[src/rtl/pipeline_ctrl_if.sv]
// Pipeline control bundle: per-stage stall requests, exception/debug inputs, and the
// stall/flush/redirect/halt outputs shared with pc_reg and the pipeline registers.
interface pipeline_ctrl_if;
  logic        stall_request_id;
  logic        stall_request_ex;
  logic        stall_request_mem;
  logic        exception_signal;
  logic [31:0] exception_target;
  logic        halt_request;
  logic [5:0]  stall;
  logic        flush;
  logic        redirect_signal;
  logic [31:0] redirect_target;
  logic        halted;
  logic        stall_timeout;

  // Core side: raises requests, consumes sequencing outputs.
  modport master (
    output stall_request_id, stall_request_ex, stall_request_mem,
    output exception_signal, exception_target, halt_request,
    input  stall, flush, redirect_signal, redirect_target, halted, stall_timeout
  );

  // Controller side.
  modport slave (
    input  stall_request_id, stall_request_ex, stall_request_mem,
    input  exception_signal, exception_target, halt_request,
    output stall, flush, redirect_signal, redirect_target, halted, stall_timeout
  );
endinterface

[src/rtl/pipeline_ctrl.sv]
// Pipeline sequencing controller: merges stall requests, sequences one-cycle exception
// flushes with PC redirect, handles debug halt/resume and a sticky stall watchdog.
module pipeline_ctrl #(
  parameter int unsigned STALL_LIMIT = 64
) (
  input  logic               clock,
  input  logic               reset,
  pipeline_ctrl_if.slave     ctrl_bus
);

  localparam logic [1:0] StInit  = 2'd0;
  localparam logic [1:0] StRun   = 2'd1;
  localparam logic [1:0] StFlush = 2'd2;
  localparam logic [1:0] StHalt  = 2'd3;

  logic [1:0]  r_state;
  logic [1:0]  w_state_d;
  logic [31:0] r_redirect_target;
  logic [7:0]  r_stall_count;
  logic [7:0]  w_stall_count_d;
  logic        r_stall_timeout;
  logic        w_any_request;
  logic        w_load_target;

  assign w_any_request = ctrl_bus.stall_request_id | ctrl_bus.stall_request_ex |
                         ctrl_bus.stall_request_mem;

  always_comb begin
    w_state_d     = r_state;
    w_load_target = 1'b0;
    case (r_state)
      StInit:  w_state_d = StRun;
      StRun: begin
        if (ctrl_bus.exception_signal) begin
          w_state_d     = StFlush;
          w_load_target = 1'b1;
        end else if (ctrl_bus.halt_request) begin
          w_state_d = StHalt;
        end
      end
      // The flush removes the exception source, so exception_signal is not sampled here.
      StFlush: w_state_d = ctrl_bus.halt_request ? StHalt : StRun;
      StHalt: begin
        if (ctrl_bus.exception_signal) begin
          w_state_d     = StFlush;
          w_load_target = 1'b1;
        end else if (!ctrl_bus.halt_request) begin
          w_state_d = StRun;
        end
      end
      default: w_state_d = StInit;
    endcase
  end

  always_comb begin
    w_stall_count_d = 8'd0;
    if (r_state == StRun && w_any_request) begin
      w_stall_count_d = (r_stall_count == 8'hff) ? 8'hff : r_stall_count + 8'd1;
    end
  end

  always_ff @(posedge clock or negedge reset) begin
    if (!reset) begin
      r_state           <= StInit;
      r_redirect_target <= 32'h0;
      r_stall_count     <= 8'd0;
      r_stall_timeout   <= 1'b0;
    end else begin
      r_state       <= w_state_d;
      r_stall_count <= w_stall_count_d;
      if (w_load_target) begin
        r_redirect_target <= ctrl_bus.exception_target;
      end
      if (w_stall_count_d == 8'(STALL_LIMIT)) begin
        r_stall_timeout <= 1'b1;
      end
    end
  end

  always_comb begin
    ctrl_bus.stall = 6'b111111;
    case (r_state)
      StRun: begin
        if (ctrl_bus.stall_request_mem)     ctrl_bus.stall = 6'b011111;
        else if (ctrl_bus.stall_request_ex) ctrl_bus.stall = 6'b001111;
        else if (ctrl_bus.stall_request_id) ctrl_bus.stall = 6'b000111;
        else                                ctrl_bus.stall = 6'b000000;
      end
      StFlush: ctrl_bus.stall = 6'b000000;
      default: ctrl_bus.stall = 6'b111111;
    endcase
  end

  // Status outputs decode the state register only, never the inputs.
  assign ctrl_bus.flush           = (r_state == StFlush);
  assign ctrl_bus.redirect_signal = (r_state == StFlush);
  assign ctrl_bus.halted          = (r_state == StHalt);
  assign ctrl_bus.redirect_target = r_redirect_target;
  assign ctrl_bus.stall_timeout   = r_stall_timeout;

endmodule

[src/flat_wrapper.sv]
// flat-port wrapper written by rule: the top's interface ports become plain ports
module pipeline_ctrl_flat 
#(
  parameter int unsigned STALL_LIMIT = 64
)
  (clock, reset, ctrl_bus_stall_request_id, ctrl_bus_stall_request_ex, ctrl_bus_stall_request_mem, ctrl_bus_exception_signal, ctrl_bus_exception_target, ctrl_bus_halt_request, ctrl_bus_stall, ctrl_bus_flush, ctrl_bus_redirect_signal, ctrl_bus_redirect_target, ctrl_bus_halted, ctrl_bus_stall_timeout);
  pipeline_ctrl_if ctrl_bus_i ();
  input  logic clock;
  input  logic reset;
  input wire logic [$bits(ctrl_bus_i.stall_request_id)-1:0] ctrl_bus_stall_request_id;
  input wire logic [$bits(ctrl_bus_i.stall_request_ex)-1:0] ctrl_bus_stall_request_ex;
  input wire logic [$bits(ctrl_bus_i.stall_request_mem)-1:0] ctrl_bus_stall_request_mem;
  input wire logic [$bits(ctrl_bus_i.exception_signal)-1:0] ctrl_bus_exception_signal;
  input wire logic [$bits(ctrl_bus_i.exception_target)-1:0] ctrl_bus_exception_target;
  input wire logic [$bits(ctrl_bus_i.halt_request)-1:0] ctrl_bus_halt_request;
  output wire logic [$bits(ctrl_bus_i.stall)-1:0] ctrl_bus_stall;
  output wire logic [$bits(ctrl_bus_i.flush)-1:0] ctrl_bus_flush;
  output wire logic [$bits(ctrl_bus_i.redirect_signal)-1:0] ctrl_bus_redirect_signal;
  output wire logic [$bits(ctrl_bus_i.redirect_target)-1:0] ctrl_bus_redirect_target;
  output wire logic [$bits(ctrl_bus_i.halted)-1:0] ctrl_bus_halted;
  output wire logic [$bits(ctrl_bus_i.stall_timeout)-1:0] ctrl_bus_stall_timeout;
  assign ctrl_bus_i.stall_request_id = ctrl_bus_stall_request_id;
  assign ctrl_bus_i.stall_request_ex = ctrl_bus_stall_request_ex;
  assign ctrl_bus_i.stall_request_mem = ctrl_bus_stall_request_mem;
  assign ctrl_bus_i.exception_signal = ctrl_bus_exception_signal;
  assign ctrl_bus_i.exception_target = ctrl_bus_exception_target;
  assign ctrl_bus_i.halt_request = ctrl_bus_halt_request;
  assign ctrl_bus_stall = ctrl_bus_i.stall;
  assign ctrl_bus_flush = ctrl_bus_i.flush;
  assign ctrl_bus_redirect_signal = ctrl_bus_i.redirect_signal;
  assign ctrl_bus_redirect_target = ctrl_bus_i.redirect_target;
  assign ctrl_bus_halted = ctrl_bus_i.halted;
  assign ctrl_bus_stall_timeout = ctrl_bus_i.stall_timeout;
  pipeline_ctrl #(.STALL_LIMIT(STALL_LIMIT)) u_core (.clock(clock), .reset(reset), .ctrl_bus(ctrl_bus_i));
endmodule
[config.mk]
export PLATFORM = sky130hd
export DESIGN_NAME = pipeline_ctrl_flat
export DESIGN_NICKNAME = d
export VERILOG_FILES = /design/src/rtl/pipeline_ctrl_if.sv /design/src/rtl/pipeline_ctrl.sv /design/src/flat_wrapper.sv
export SDC_FILE = /design/constraint.sdc
export NUM_CORES = 1
export LEC_CHECK = 0
export ABC_CLOCK_PERIOD_IN_PS = 2300
export BUFFER_PORTS_ARGS = -buffer_cell sky130_fd_sc_hd__buf_4
export CAP_MARGIN = 10
export CORE_ASPECT_RATIO = 2
export CORE_MARGIN = 2
export CORE_UTILIZATION = 32
export DETAILED_ROUTE_END_ITERATION = 8
export GPL_TIMING_DRIVEN = 0
export PLACE_DENSITY_LB_ADDON = 0.3
export SYNTH_ARGS = -nofsm -noshare
export SYNTH_HDL_FRONTEND = slang
export SYNTH_SLANG_ARGS = --single-unit
[constraint.sdc]
create_clock -name clock -period 2.3 [get_ports clock]
set_clock_uncertainty 0.2 [all_clocks]
set_input_delay 0.23 -clock clock [delete_from_list [all_inputs] [get_ports clock]]
set_output_delay 0.23 -clock clock [all_outputs]
set_load 0.05 [all_outputs]
### Word level (Yosys, flattened, before mapping)

Index checks and enable logic that the tools add are counted.

* bits in registers: 43
* bits of input ports: 39
* logic and storage cells: 32

* equal/unequal tests: 7
* add/sub/neg operators: 1
* bitwise operators: 2
* reductions and logical operators: 4
* multiplexer cells: 14

Operators by type and width (number)
* two-way mux 8 bit: 2
* two-way mux 6 bit: 2
* case mux 6 bit (2 select lines): 1
* two-way mux 2 bit: 5
* adder 8 x 1 -> 8 bit, second input constant: 1
* == test 8 x 7 -> 1 bit, second input constant: 1
* == test 8 bit, second input constant: 1
* case mux 2 bit (4 select lines): 1
* inequality test 3 bit, second input constant: 2
* == test 2 bit, second input constant: 2
* two-way mux 3 bit: 1
* == test 2 x 1 -> 1 bit, second input constant: 1
* zero test 2 bit: 1
* two-way mux 1 bit: 2
* bitwise OR 1 bit: 2
* AND reduction 2 bit: 1
* OR reduction 2 bit: 1
* logical AND 1 bit: 1

### Logic depth before layout (Yosys ltp)

* word-level depth: 5
* mapped depth: 7
* gate-level depth less buffers: 6

### Worst setup path after synthesis

No wires, ideal clock.

* path type: flip-flop to output port
* start: register u_core.r_state[0]
* end: output ctrl_bus_stall[1]
* path slack: -0.657 ns
* arrival time: 2.527 ns
* cell stages (with the launch flop): 5
* cells stage by stage: dfrtp_1 > inv_1 > ha_1 > o21ai_0 > buf_4

* word-level cells in the longest chain between the ends: 2
* elaborated cells on any way between the ends: 3
* those cells by class: eq/ne (2); mux (1)

RTL lines
* start: declaration: line pipeline_ctrl.sv:16 `logic [1:0] r_state;`
* start signal: assignment: line pipeline_ctrl.sv:64 `r_state <= StInit;`
* start signal: assignment: line pipeline_ctrl.sv:69 `r_state <= w_state_d;`
* == test 2 bit
* net ctrl_bus_flush: line flat_wrapper.sv:17 `output wire logic [$bits(ctrl_bus_i.flush)-1:0] ctrl_bus_flush;`
* case mux 6 bit (2 select lines): line pipeline_ctrl.sv:82 `case (r_state)`
* end: declaration: line flat_wrapper.sv:16 `output wire logic [$bits(ctrl_bus_i.stall)-1:0] ctrl_bus_stall;`

The timed path passes the listed nets, and every way through them passes these cells.

### Worst setup path in the final report

* start: register u_core.r_state[1]
* end: output ctrl_bus_stall[1]

* word-level cells in the longest chain between the ends: 2
* elaborated cells on any way between the ends: 3
* those cells by class: eq/ne (2); mux (1)

RTL lines (line)
* == test 2 bit or == test 2 x 1 -> 1 bit (tied branches): pipeline_ctrl.sv:82
* case mux 6 bit (2 select lines) (*): pipeline_ctrl.sv:82

Mark *: on every way between the ends. The rest lies on a longest branch, timed or not.

==> results.txt <==
The run gives 0.3296 as the starting density of the core. The clock edge transition at the registers on the reported setup and hold paths works out to 0.06 ns. The tools report the maximum level of the CTS H-tree as 2. In this run the tool buffered the top-level ports with 80 buffer cells. Post-detailed-route DRC marker count: 0.

The fraction of the yosys area taken by sequential cells was 0.5481; the x dimension of the die was 59.39 um. The tools report the number of distinct library cells after synthesis as 32. The share of flip-flops with an asynchronous set or reset after synthesis works out to 1.000. The critical path is of the reg -> out type. For this run the aggregate overflow at the end of global routing stands at 0. The xor/xnor share of the synthesized area was 0.01785; the global router's overall resource usage was 0.1538. The count of inserted antenna diode cells was 0; the compound-cell area share of the yosys netlist was 0.07266.

The final critical delay including setup and external delays is 2.171 ns. Worst vdd rail ir drop: 0.001275 V. Final max-slew violation count: 0. The most used flip-flop cell after synthesis is dfrtp_1.

The number of nets in the layout was 313; the proportion of layout cells with a drive suffix above 1 was 0.5185. The mux contribution to synthesized area is 0.1989. Share of the cycle needed by the critical path after routing: 0.9439.

The number of buffers on the longest clock path came out at 2. The placeable core area was 0.005956 mm2; the total of warnings raised by yosys was 0. The number of global-route vias before repair is 1644.

Static timing analysis puts the maximum clock frequency at 0.4606 GHz. Of all nets on the critical path, the largest fanout is 10. Buffers inserted during clock tree synthesis total 5. The first global-routing pass estimated 7.845 mm of wire. Counting flops with a built-in enable in the synthesized netlist gives 0.

Sum of net half-perimeters after detailed placement: 3.315 mm. Setup repair after global routing left no endpoint under its margin. The tools report the kind of end point of the critical path as an output pin. The final-layout worst hold slack is 0.07802 ns. In this run the clock root is driven by a clkbuf_16.

The synthesized netlist net count came out at 192. The total number of vias is 1583, and the transition at the pin with the smallest max-transition slack is 0.5687 ns. The sink count of the clock tree is 43, and the mean instance size in the synthesized netlist is 13.26 um2. The tools report the initial antenna violation count as 0. Entering global routing, the biggest net connects 44 pins. The area growth from synthesis to layout is 60.23%. The count of nets left with antenna violations once routing finished came out at 0. The tools report the worst relative slew slack as 0.6209.

The synthesized netlist occupies a cell area of 0.001963 mm2. By area, the combinational part of the netlist is dominated by multiplexers. Data on the critical path arrives at its endpoint at 1.74 ns. The sum of negative setup slack came out at 0 ns.

For the I/O pin total, the log shows 81. STA classifies the critical path startpoint as a flip-flop. In the synthesized netlist, the number of instances is 148. Setup violations remaining at the end of the flow were counted as 0. The first detailed-routing pass ran for 3 iterations. The floorplan has 40 rows.

After synthesis the netlist holds a flip-flop and latch count of 43. Across the run, the number of max-cap violations was 0. The run gives 19 as the first-iteration detailed-routing DRC count. The die is 114.8 um tall.

At the worst endpoint, the required time is 1.87 ns. The final routed wirelength across all metal layers is 4.814 mm. The worst hold path class is in -> reg. In the final routed layout, each cell accounts on average for 14.46 um. Dividing the detail-routed via count by the number of cells gives 4.754. The simple-gate portion of the synthesized area is 0.07521, and the ratio of total power to cell area is 1599 mW/mm2.

The tools report the placer congestion estimate as 0.7408. The die covers 0.006816 mm2. Final hold violation count: 0. The run finished with clean final reports. For the worst-skew pair, the clock arrives at the later sink with an insertion delay of 0.29 ns.

For the cell leakage power, the log shows 1.464 nW. TritonCTS built the clock tree. The adder-cell share of the synthesized area is 0.03187.
-- critical path, stage by stage (launching register included) --
cell and delay (ns):
dfrtp_2 0.41, inv_1 0.08, ha_1 0.17, buf_4 0.17, o31ai_4 0.14, o21ai_2 0.15
buf_4 0.16, buf_4 0.18
-- report_power, final --
part	switching, mW	internal [mW]	leakage, nW
Sequential	0.182	1.08	0.518
Combinational	1.99	1.08	0.880
Clock	0.290	0.401	0.0669
Total	2.46	2.57	1.46
-- cells in the final DEF, fill, tap and decap left out, drive strengths merged, types with 2 or more instances in the layout --
master | synthesis | layout
buf | 10 | 90
inv | 6 | 6
and3 | 2 | 2
ha | 5 | 5
mux2 | 32 | 32
nor3 | 4 | 4
nand4 | 2 | 2
clkbuf | 0 | 6
a31oi | 2 | 2
a21oi | 6 | 6
mux2i | 3 | 3
nand2 | 5 | 5
nor2 | 3 | 3
nand3 | 3 | 3
o21ai | 5 | 5
xor2 | 3 | 3
o31ai | 2 | 2
dlygate4sd3 | 0 | 34
dfrtp | 43 | 43
nor3b | 2 | 2
-- layer usage --
layer,track usage,vias to the layer above,part of all wire
met3,0.03037,11,0.028
li1,-,770,-
met4,0.07727,0,0.026
met5,0,-,0
met2,0.2762,38,0.60
met1,0.1629,764,0.35
-- final cells by class --
type / count / area [um2]
fill: 507 / 2810
sequential: 43 / 1077
timing repair buffer: 114 / 940.9
multi-input combinational: 89 / 798.3
clock buffer: 6 / 128.9
buffer: 10 / 86.33
tap: 63 / 78.83
inverter: 6 / 22.52
clock inverter: 2 / 12.51
-- registers in the layout, summed over array words and instances (netlist names) --
| name | cells |
|---|---|
| u_core.r_stall_count | 8 |
| u_core.r_state | 2 |
| u_core.ctrl_bus.stall_timeout | 1 |
| u_core.ctrl_bus.redirect_target | 32 |
-- through the flow --
stage | total power, mW | utilization | instances | worst slack (ns) | area (um2)
after floorplan | 3.430 | - | 148 | 0.08123 | 1979
after global placement | 4.274 | 0.4464 | 291 | 0.06880 | 2659
after detailed placement | 4.313 | 0.4464 | 291 | 0.01613 | 2659
after CTS | 5.073 | 0.5273 | 333 | 0.01076 | 3141
after global routing | 5.270 | 0.5282 | 333 | 0.03045 | 3146
final | 5.029 | 0.5282 | 333 | 0.1291 | 3146
-- cells in the mapped netlist, types with 4 or more instances --
cell / n / share of area
dfrtp_1: 43 / 0.55
mux2_2: 32 / 0.18
buf_4: 7 / 0.027
nand2_1: 5 / 0.0096
ha_1: 5 / 0.032
o21ai_0: 4 / 0.010
a21oi_1: 6 / 0.015
inv_1: 6 / 0.011
-- what timing repair did --
action	4_1_cts	5_1_grt
hold buffers	34	0
gates resized for setup	0	2
endpoints found under the hold margin	76	0
setup buffers	0	0
endpoints found under the setup margin	0	32
-- cell families after synthesis --
logic type | count (synthesis)
xor+xnor | 4
fa+ha+maj | 5
buf+inv | 16
simple gates | 25
mux | 35
compound gates | 20
flops | 43
-- worst paths after layout --
kind,from,end,slack (ns),cells past startpoint
max,u_core.r_state[1]$_DFFE_PN0P_,ctrl_bus_stall[1],0.13,7
min,ctrl_bus_halt_request,u_core.r_state[1]$_DFFE_PN0P_,0.08,4
max reg2reg,u_core.r_state[1]$_DFFE_PN0P_,u_core.ctrl_bus.redirect_target[20]$_DFFE_PN0P_,0.24,6
min reg2reg,u_core.ctrl_bus.stall_timeout$_DFFE_PN0N_,u_core.ctrl_bus.stall_timeout$_DFFE_PN0N_,0.26,2
max in group asynchronous,reset,u_core.r_state[1]$_DFFE_PN0P_,1.19,2
min in group asynchronous,reset,u_core.ctrl_bus.redirect_target[10]$_DFFE_PN0P_,0.27,2
(Power assumes the default switching activity.)
